===== src/rtl/mem_bus_pkg.sv =====
// Shared types and constants for the core-to-memory bus arbiter.
package mem_bus_pkg;

  localparam int unsigned DEF_BIT_WIDTH   = 32;
  localparam int unsigned DEF_MAX_DSTREAK = 4;
  localparam int unsigned DEF_TIMEOUT     = 16;

  localparam logic [1:0] SIZE_WORD = 2'b00;
  localparam logic [1:0] SIZE_HALF = 2'b01;
  localparam logic [1:0] SIZE_BYTE = 2'b10;

  typedef enum logic [1:0] {
    ST_IDLE  = 2'b00,
    ST_IBUSY = 2'b01,
    ST_DBUSY = 2'b10
  } state_t;

endpackage


===== src/rtl/bus_timeout_cnt.sv =====
// Watchdog counter: cleared while idle, counts busy cycles, flags the last allowed cycle.
module bus_timeout_cnt #(
  parameter int unsigned TIMEOUT = 16
) (
  input  logic clk,
  input  logic rst,
  input  logic clr,
  input  logic en,
  output logic expire
);

  localparam int unsigned CW = (TIMEOUT > 1) ? $clog2(TIMEOUT) : 1;

  logic [CW-1:0] cnt;

  assign expire = (cnt == CW'(TIMEOUT - 1));

  // Holds at the terminal count; the arbiter leaves BUSY on that cycle anyway.
  always_ff @(posedge clk or negedge rst) begin
    if (!rst) begin
      cnt <= '0;
    end else if (clr) begin
      cnt <= '0;
    end else if (en && !expire) begin
      cnt <= cnt + CW'(1);
    end
  end

endmodule


===== src/rtl/mem_bus_arbiter.sv =====
// Shares one memory port between instruction fetch and data load/store,
// data first with a bounded streak, one transaction at a time, with a watchdog.
module mem_bus_arbiter
  import mem_bus_pkg::*;
#(
  parameter int unsigned BIT_WIDTH   = DEF_BIT_WIDTH,
  parameter int unsigned MAX_DSTREAK = DEF_MAX_DSTREAK,
  parameter int unsigned TIMEOUT     = DEF_TIMEOUT
) (
  input  logic                 clk,
  input  logic                 rst,
  input  logic                 c_ireq,
  input  logic [BIT_WIDTH-1:0] c_iad,
  output logic [BIT_WIDTH-1:0] c_idt,
  output logic                 c_acki_n,
  input  logic                 c_mreq,
  input  logic                 c_write,
  input  logic [1:0]           c_size,
  input  logic [BIT_WIDTH-1:0] c_dad,
  input  logic [BIT_WIDTH-1:0] c_wdata,
  output logic [BIT_WIDTH-1:0] c_rdata,
  output logic                 c_ackd_n,
  output logic                 m_req,
  output logic                 m_write,
  output logic [1:0]           m_size,
  output logic [BIT_WIDTH-1:0] m_addr,
  output logic [BIT_WIDTH-1:0] m_wdata,
  input  logic [BIT_WIDTH-1:0] m_rdata,
  input  logic                 m_ack_n,
  output logic                 bus_err
);

  localparam int unsigned DW = $clog2(MAX_DSTREAK + 1);

  state_t        state;
  logic [DW-1:0] dstreak;
  logic          busy;
  logic          expire;
  logic          grant_d;
  logic          grant_i;
  logic          in_ibusy;
  logic          in_dbusy;
  logic          mem_ack;

  // Data wins a tie unless it has already taken MAX_DSTREAK grants past a waiting fetch.
  assign grant_d  = c_mreq && !(c_ireq && (dstreak == DW'(MAX_DSTREAK)));
  assign grant_i  = c_ireq && !grant_d;
  assign busy     = (state != ST_IDLE);
  assign in_ibusy = (state == ST_IBUSY);
  assign in_dbusy = (state == ST_DBUSY);
  assign mem_ack  = !m_ack_n;

  bus_timeout_cnt #(
    .TIMEOUT (TIMEOUT)
  ) u_wdog (
    .clk    (clk),
    .rst    (rst),
    .clr    (!busy),
    .en     (busy),
    .expire (expire)
  );

  // Core acks follow the memory ack combinationally; a timeout acks with zero data.
  assign c_acki_n = !(in_ibusy && (mem_ack || expire));
  assign c_ackd_n = !(in_dbusy && (mem_ack || expire));
  assign c_idt    = (in_ibusy && mem_ack) ? m_rdata : '0;
  assign c_rdata  = (in_dbusy && mem_ack) ? m_rdata : '0;

  always_ff @(posedge clk or negedge rst) begin
    if (!rst) begin
      state   <= ST_IDLE;
      dstreak <= '0;
      m_req   <= 1'b0;
      m_write <= 1'b0;
      m_size  <= SIZE_WORD;
      m_addr  <= '0;
      m_wdata <= '0;
      bus_err <= 1'b0;
    end else begin
      case (state)
        ST_IDLE: begin
          if (grant_d) begin
            state   <= ST_DBUSY;
            m_req   <= 1'b1;
            m_write <= c_write;
            m_size  <= c_size;
            m_addr  <= c_dad;
            m_wdata <= c_wdata;
            if (!c_ireq) begin
              dstreak <= '0;
            end else if (dstreak != DW'(MAX_DSTREAK)) begin
              dstreak <= dstreak + DW'(1);
            end
          end else if (grant_i) begin
            state   <= ST_IBUSY;
            m_req   <= 1'b1;
            m_write <= 1'b0;
            m_size  <= SIZE_WORD;
            m_addr  <= c_iad;
            m_wdata <= '0;
            dstreak <= '0;
          end
        end
        ST_IBUSY, ST_DBUSY: begin
          if (mem_ack || expire) begin
            state <= ST_IDLE;
            m_req <= 1'b0;
            if (!mem_ack) begin
              bus_err <= 1'b1;
            end
          end
        end
        default: begin
          state <= ST_IDLE;
          m_req <= 1'b0;
        end
      endcase
    end
  end

endmodule


===== config.mk =====
export PLATFORM = sky130hd
export DESIGN_NAME = mem_bus_arbiter
export DESIGN_NICKNAME = d
export VERILOG_FILES = /design/src/rtl/mem_bus_pkg.sv /design/src/rtl/bus_timeout_cnt.sv /design/src/rtl/mem_bus_arbiter.sv
export SDC_FILE = /design/constraint.sdc
export NUM_CORES = 1
export LEC_CHECK = 0
export CORE_MARGIN = 2
export CORE_UTILIZATION = 39
export DETAILED_ROUTE_END_ITERATION = 10
export GPL_TIMING_DRIVEN = 1
export PLACE_DENSITY_LB_ADDON = 0.25
export RECOVER_POWER = 100
export SLEW_MARGIN = 20
export SYNTH_ARGS = -nofsm -noshare
export SYNTH_HDL_FRONTEND = slang
export SYNTH_SLANG_ARGS = --single-unit

===== constraint.sdc =====
create_clock -name clk -period 2.98 [get_ports clk]
set_clock_uncertainty 0.15 [all_clocks]
set_input_delay 0.298 -clock clk [delete_from_list [all_inputs] [get_ports clk]]
set_output_delay 0.298 -clock clk [all_outputs]
set_load 0.03 [all_outputs]

======== After elaboration in Yosys (flattened, before gate mapping) ========
Index checks and enable logic that the tools add are counted.
storage, ports and cells
  bits in registers ....................... 78
  output and inout bits ................... 135
cells by class
  $add $sub $neg .......................... 2
  equal/unequal tests ..................... 9
  muxes and demuxes ....................... 24
  reductions and logical operators ........ 23
operators with widths
  kind                                                   number
  2-to-1 mux 32 bit                                      6
  2-to-1 mux 3 bit                                       4
  2-to-1 mux 2 bit                                       5
  logical AND 1 bit                                      8
  2-to-1 mux 4 bit                                       2
  logical NOT 1 bit                                      6
  inequality test 3 bit, second input constant           2
  AND reduction 3 bit                                    2
  2-to-1 mux 1 bit                                       5
  adder 4 x 1 -> 4 bit, second input constant            1
  == test 4 bit, second input constant                   1
  inequality test 2 bit, second input constant           2
  case mux 2 bit (2 select lines)                        1
  AND reduction 2 bit                                    2
  nonzero test 2 bit                                     2
  adder 3 x 1 -> 3 bit, second input constant            1
  == test 3 bit, second input constant                   1
  inequality test 3 x 2 -> 1 bit, second input constant  1
  == test 2 x 1 -> 1 bit, second input constant          1
  == test 2 bit, second input constant                   1
  logical NOT 2 bit                                      1
  case mux 1 bit (2 select lines)                        1
  OR reduction 2 bit                                     1
  logical OR 1 bit                                       1

======== Depth between registers and ports, before layout ========
Gate-level depths: netlist of the first run.
  depth after elaboration ................. 9
  mapped depth ............................ 8
  mapped depth without buffers ............ 5

======== Modules after synthesis ========
Synthesis of the first run repeated with hierarchy kept, for this count alone.
unflattened totals
  cell total of the unflattened synthesis .. 467
  area, all modules ....................... 4197.8 µm²
by module, submodules not included
  module           instances  cells each  area an instance (µm²)
  mem_bus_arbiter  1          447         3968.8
  bus_timeout_cnt  1          20          229.0

======== Worst setup path after synthesis of the first run ========
OpenSTA, ideal clock, no wires.
  path type ............................... register to output
  start ................................... register state[0]
  end ..................................... output port c_rdata[10]
  data arrival time ....................... 1346 ps
  slack ................................... 1186 ps
  stages on the path, launching flop included .. 6
  buffers on the path ..................... 1
  path through ............................ dfrtp_1 inv_1 ha_1 nor2b_1 clkbuf_1 and2_1
between the ends
  word-level cells in the longest chain between the ends .. 3
RTL lines
  element                   line                   source
  start: declaration        mem_bus_arbiter.sv:35  state_t state;
  start signal: assignment  mem_bus_arbiter.sv:71  state <= ST_IDLE;
  start signal: assignment  mem_bus_arbiter.sv:83  state <= ST_DBUSY;
  start signal: assignment  mem_bus_arbiter.sv:95  state <= ST_IBUSY;
  == test 2 bit             mem_bus_arbiter.sv:50  assign in_dbusy = (state == ST_DBUSY);
  logical AND 1 bit         mem_bus_arbiter.sv:67  assign c_rdata = (in_dbusy && mem_ack) ? m_rdata : '0;
  2-to-1 mux 32 bit         mem_bus_arbiter.sv:67
  end: declaration          mem_bus_arbiter.sv:21  output logic [BIT_WIDTH-1:0] c_rdata,
Every way passes these cells.

======== Worst setup path in the final report of the first run ========
  start ................................... register u_wdog.cnt[0]
  end ..................................... output port c_ackd_n
between the ends
  word-level cells in the longest chain between the ends .. 4
RTL lines
  element                   line                   source
  start: declaration        bus_timeout_cnt.sv:14  logic [CW-1:0] cnt;
  start signal: assignment  bus_timeout_cnt.sv:25  cnt <= cnt + CW'(1);
  == test 4 bit             bus_timeout_cnt.sv:16  assign expire = (cnt == CW'(TIMEOUT - 1));
  logical OR 1 bit          mem_bus_arbiter.sv:65  assign c_ackd_n = !(in_dbusy && (mem_ack || expire));
  logical AND 1 bit         mem_bus_arbiter.sv:65
  logical NOT 1 bit         mem_bus_arbiter.sv:65
  end: declaration          mem_bus_arbiter.sv:22  output logic c_ackd_n,
Every way passes these cells.

==> results of run 1 <==
[worst max-delay path by stage]
stage	cells past startpoint	startpoint	end	slack, ns
2_1_floorplan	5	state[0]	c_rdata[10]	1.19
3_3_place_gp	4	c_ireq	m_addr[2]	0.57
3_5_place_dp	4	c_ireq	m_addr[9]	0.40
4_1_cts	5	u_wdog.cnt[0]	c_ackd_n	0.33
5_1_grt	5	u_wdog.cnt[0]	c_ackd_n	0.16
6_report	5	u_wdog.cnt[0]	c_ackd_n	0.29
[flip-flops by register name, indices dropped and copies added, names as in the netlist]
register    count
u_wdog.cnt      4
m_write         1
bus_err         1
dstreak         3
m_wdata        32
state           2
m_size          2
m_addr         32
m_req           1
[stage by stage]
step / setup WS (ns) / hold slack, ns / std cells
after global routing: 0.161 / 0.338 / 861
after floorplan: 1.19 / -0.148 / 466
after detailed placement: 0.404 / 0.313 / 843
after global placement: 0.573 / 0.306 / 843
final: 0.293 / 0.314 / 861
after CTS: 0.330 / 0.328 / 860
[cell type report]
| cell class | count | area, um^2 | share of cell area |
|---|---|---|---|
| multi-input cells | 343 | 1860 | 0.273 |
| clock inverters | 4 | 76.3 | 0.0112 |
| well taps | 136 | 170 | 0.0250 |
| clock buffers | 12 | 165 | 0.0243 |
| repair buffers | 283 | 2560 | 0.377 |
| flip-flops and latches | 78 | 1950 | 0.287 |
| inverters | 5 | 18.8 | 0.00276 |
[per-layer routing]
metal / routed length, um / up-vias / part of all wire / track usage
met1: 5310 / 2075 / 0.39 / 0.272
li1: - / 2079 / - / -
met4: 204 / 0 / 0.015 / 0.0752
met3: 1040 / 16 / 0.076 / 0.0612
met2: 7210 / 208 / 0.52 / 0.431
met5: 0 / - / 0 / 0
[power by group through the flow]
stage | Combinational [W] | Clock, W | Sequential (W)
floorplan | 0.00148 | 0 | 0.00270
global placement | 0.00395 | 0 | 0.00183
detailed placement | 0.00404 | 0 | 0.00186
CTS | 0.00404 | 0.000953 | 0.00185
global route | 0.00407 | 0.00100 | 0.00189
finish | 0.00379 | 0.000943 | 0.00183
[cell families after synthesis]
| family | count (synthesis) | share of synthesized area |
|---|---|---|
| muxes | 1 | 0.00249 |
| buffers and inverters | 45 | 0.0538 |
| DFF | 78 | 0.485 |
| and+or+nand+nor | 255 | 0.306 |
| adders and majority gates | 6 | 0.0187 |
| AOI/OAI and AO/OA | 80 | 0.132 |
| xor gates and xnor gates | 1 | 0.00218 |
[critical path: stages, from the launching register on]
cell and delay, ns:
dfrtp_1 0.43, ha_1 0.27, nand3_1 0.25, nand2_1 0.12
nand2_1 0.08, dlygate4sd3_1 0.75
[synth_stat cells]
library cell  instances  share of area
o21ai_0              36          0.045
xnor2_1               1         0.0022
o21a_1                1         0.0019
a22o_1                2         0.0044
and3_1                1         0.0016
nor2_1                6         0.0056
clkbuf_1             19          0.018
ha_1                  6          0.019
nand2_1             140           0.13
a31oi_1               1         0.0016
o211ai_2              1         0.0031
buf_6                 3         0.0084
buf_2                14          0.017
and2_1               66           0.10
nand3_1               2         0.0025
a41o_1                1         0.0025
nand2b_1              2         0.0031
nor3_1                2         0.0025
o2bb2a_1              1         0.0025
nand4_1              32          0.050
mux2i_1               1         0.0025
nand3_2               1         0.0025
a32o_1                3         0.0075
inv_1                 5         0.0047
a31o_2                1         0.0022
buf_4                 1         0.0019
o211ai_1             31          0.058
dfrtp_1              78           0.49
nor2b_1               2         0.0031
o21ai_2               1         0.0022
clkbuf_2              3         0.0037
a21oi_1               1         0.0012
nor3b_1               1         0.0019
==> flow_metrics.env, run 1 <==
export IMPL_reg2reg_depth=7
export IMPL_yosys_warnings=0
export IMPL_internal_power_w=0.00347
export IMPL_syn_inst=466
export IMPL_final_common_cell="nand2_1"
export IMPL_crit_type="flop to output pin"
export IMPL_fin_nets=862
export IMPL_hpwlAfterDp_um=10200
export IMPL_layout_common_cells="nand2_1, clkdlybuf4s50_1, dfrtp_1"
export IMPL_cts_made_buffers=9
export IMPL_finalPower_w=0.00656
export IMPL_clock_sinks=78
export IMPL_critPathCaptureType="output pin"
export IMPL_die_y_um=106
export IMPL_leakage_nw=2.99
export IMPL_grt_pass1_vias=4337
export IMPL_cts_tree="yes"
export IMPL_synthToLayoutAreaGrowth_pct=69.2
export IMPL_ys_seq_area_frac=0.485
export IMPL_ff2ff_setup_slack_ns=0.33
export IMPL_switching_share=0.472
export IMPL_die_x_um=106
export IMPL_wl_um=13800
export IMPL_cp_required_ns=2.53
export IMPL_gp_congestion=0.831
export IMPL_final_cell_area_mm2=0.00681
export IMPL_r2r_end="m_addr[13]"
export IMPL_drc=0
export IMPL_setup_violations=0
export IMPL_grt_use_total=0.237
export IMPL_finalHoldViolCount=0
export IMPL_htree_num_levels=3
export IMPL_grt_pass1_wl_um=21200
export IMPL_whs_path_depth=1
export IMPL_postCtsSetupRepairBufs=0
export IMPL_slew_headroom=0.170
export IMPL_rows=37
export IMPL_wl_per_cell_um=16.0
export IMPL_peakVddDrop_v=0.000587
export IMPL_path_max_fanout=6
export IMPL_p_comb_frac=0.578
export IMPL_hold_buffers=1
export IMPL_insertion_delay_ns=0.35
export IMPL_power_net_switching_w=0.00310
export IMPL_grt_max_degree=79
export IMPL_dieArea_mm2=0.0111
export IMPL_start_util=0.395
export IMPL_vias=4378
export IMPL_first_iter_violations=253
export IMPL_fin_crit_ns=2.69
export IMPL_avgSynthCellArea_um2=8.63
export IMPL_rsz0062_at_grt="no"
export IMPL_grt_overflow_total=0
export IMPL_core_mm2=0.0102
export IMPL_syn_area_mm2=0.00402
export IMPL_max_cap_violations=0
export IMPL_io_pins=271
export IMPL_synth_distinct_cells=33
export IMPL_max_clock_freq_mhz=372
export IMPL_cts_buffer_depth=2
export IMPL_p_seq_frac=0.278
export IMPL_num_antenna_cells=0
export IMPL_path_clk_slew_ns=0.08
export IMPL_via_per_inst=5.08
export IMPL_regToRegStartpoint="state[0]"
export IMPL_cts_resized=0
export IMPL_p_per_area_mw_per_mm2=965
export IMPL_worst_slew_pin_slew_ns=1.24
export IMPL_final_max_slew_viol_count=0
export IMPL_utilization=0.668
export IMPL_io_buffer_count=270
export IMPL_firstDrtPassIters=5
export IMPL_syn_nets=608
export IMPL_cp_start_kind="flop"
export IMPL_ant_nets=0
export IMPL_hold_class="flop to flop"
export IMPL_antenna_found_initial=0
export IMPL_whs_endpoint="bus_err"
export IMPL_hold_start="bus_err"
export IMPL_cts_root_buf="clkbuf_8"
export IMPL_timing_setup_tns_ns=0
export IMPL_period_share=0.902
export IMPL_worstPathArrival_ns=2.24
export IMPL_drive_gt1_frac=0.0966
export IMPL_ys_ff_latch=78
export IMPL_pwr_share_clk=0.144
export IMPL_placed_area_mm2=0.00666
export IMPL_status="completed"
export IMPL_fill_cells=860
No activity file was read; power rests on OpenSTA's default activity.
==> run 2: changes to the inputs <==
--- a/config.mk
+++ b/config.mk
@@ -15,3 +15,4 @@
 export SYNTH_ARGS = -nofsm -noshare
 export SYNTH_HDL_FRONTEND = slang
 export SYNTH_SLANG_ARGS = --single-unit
+export TNS_END_PERCENT = 5
==> results of run 2 <==
No change in the layout: final DEF, timing and power equal those of run 1.
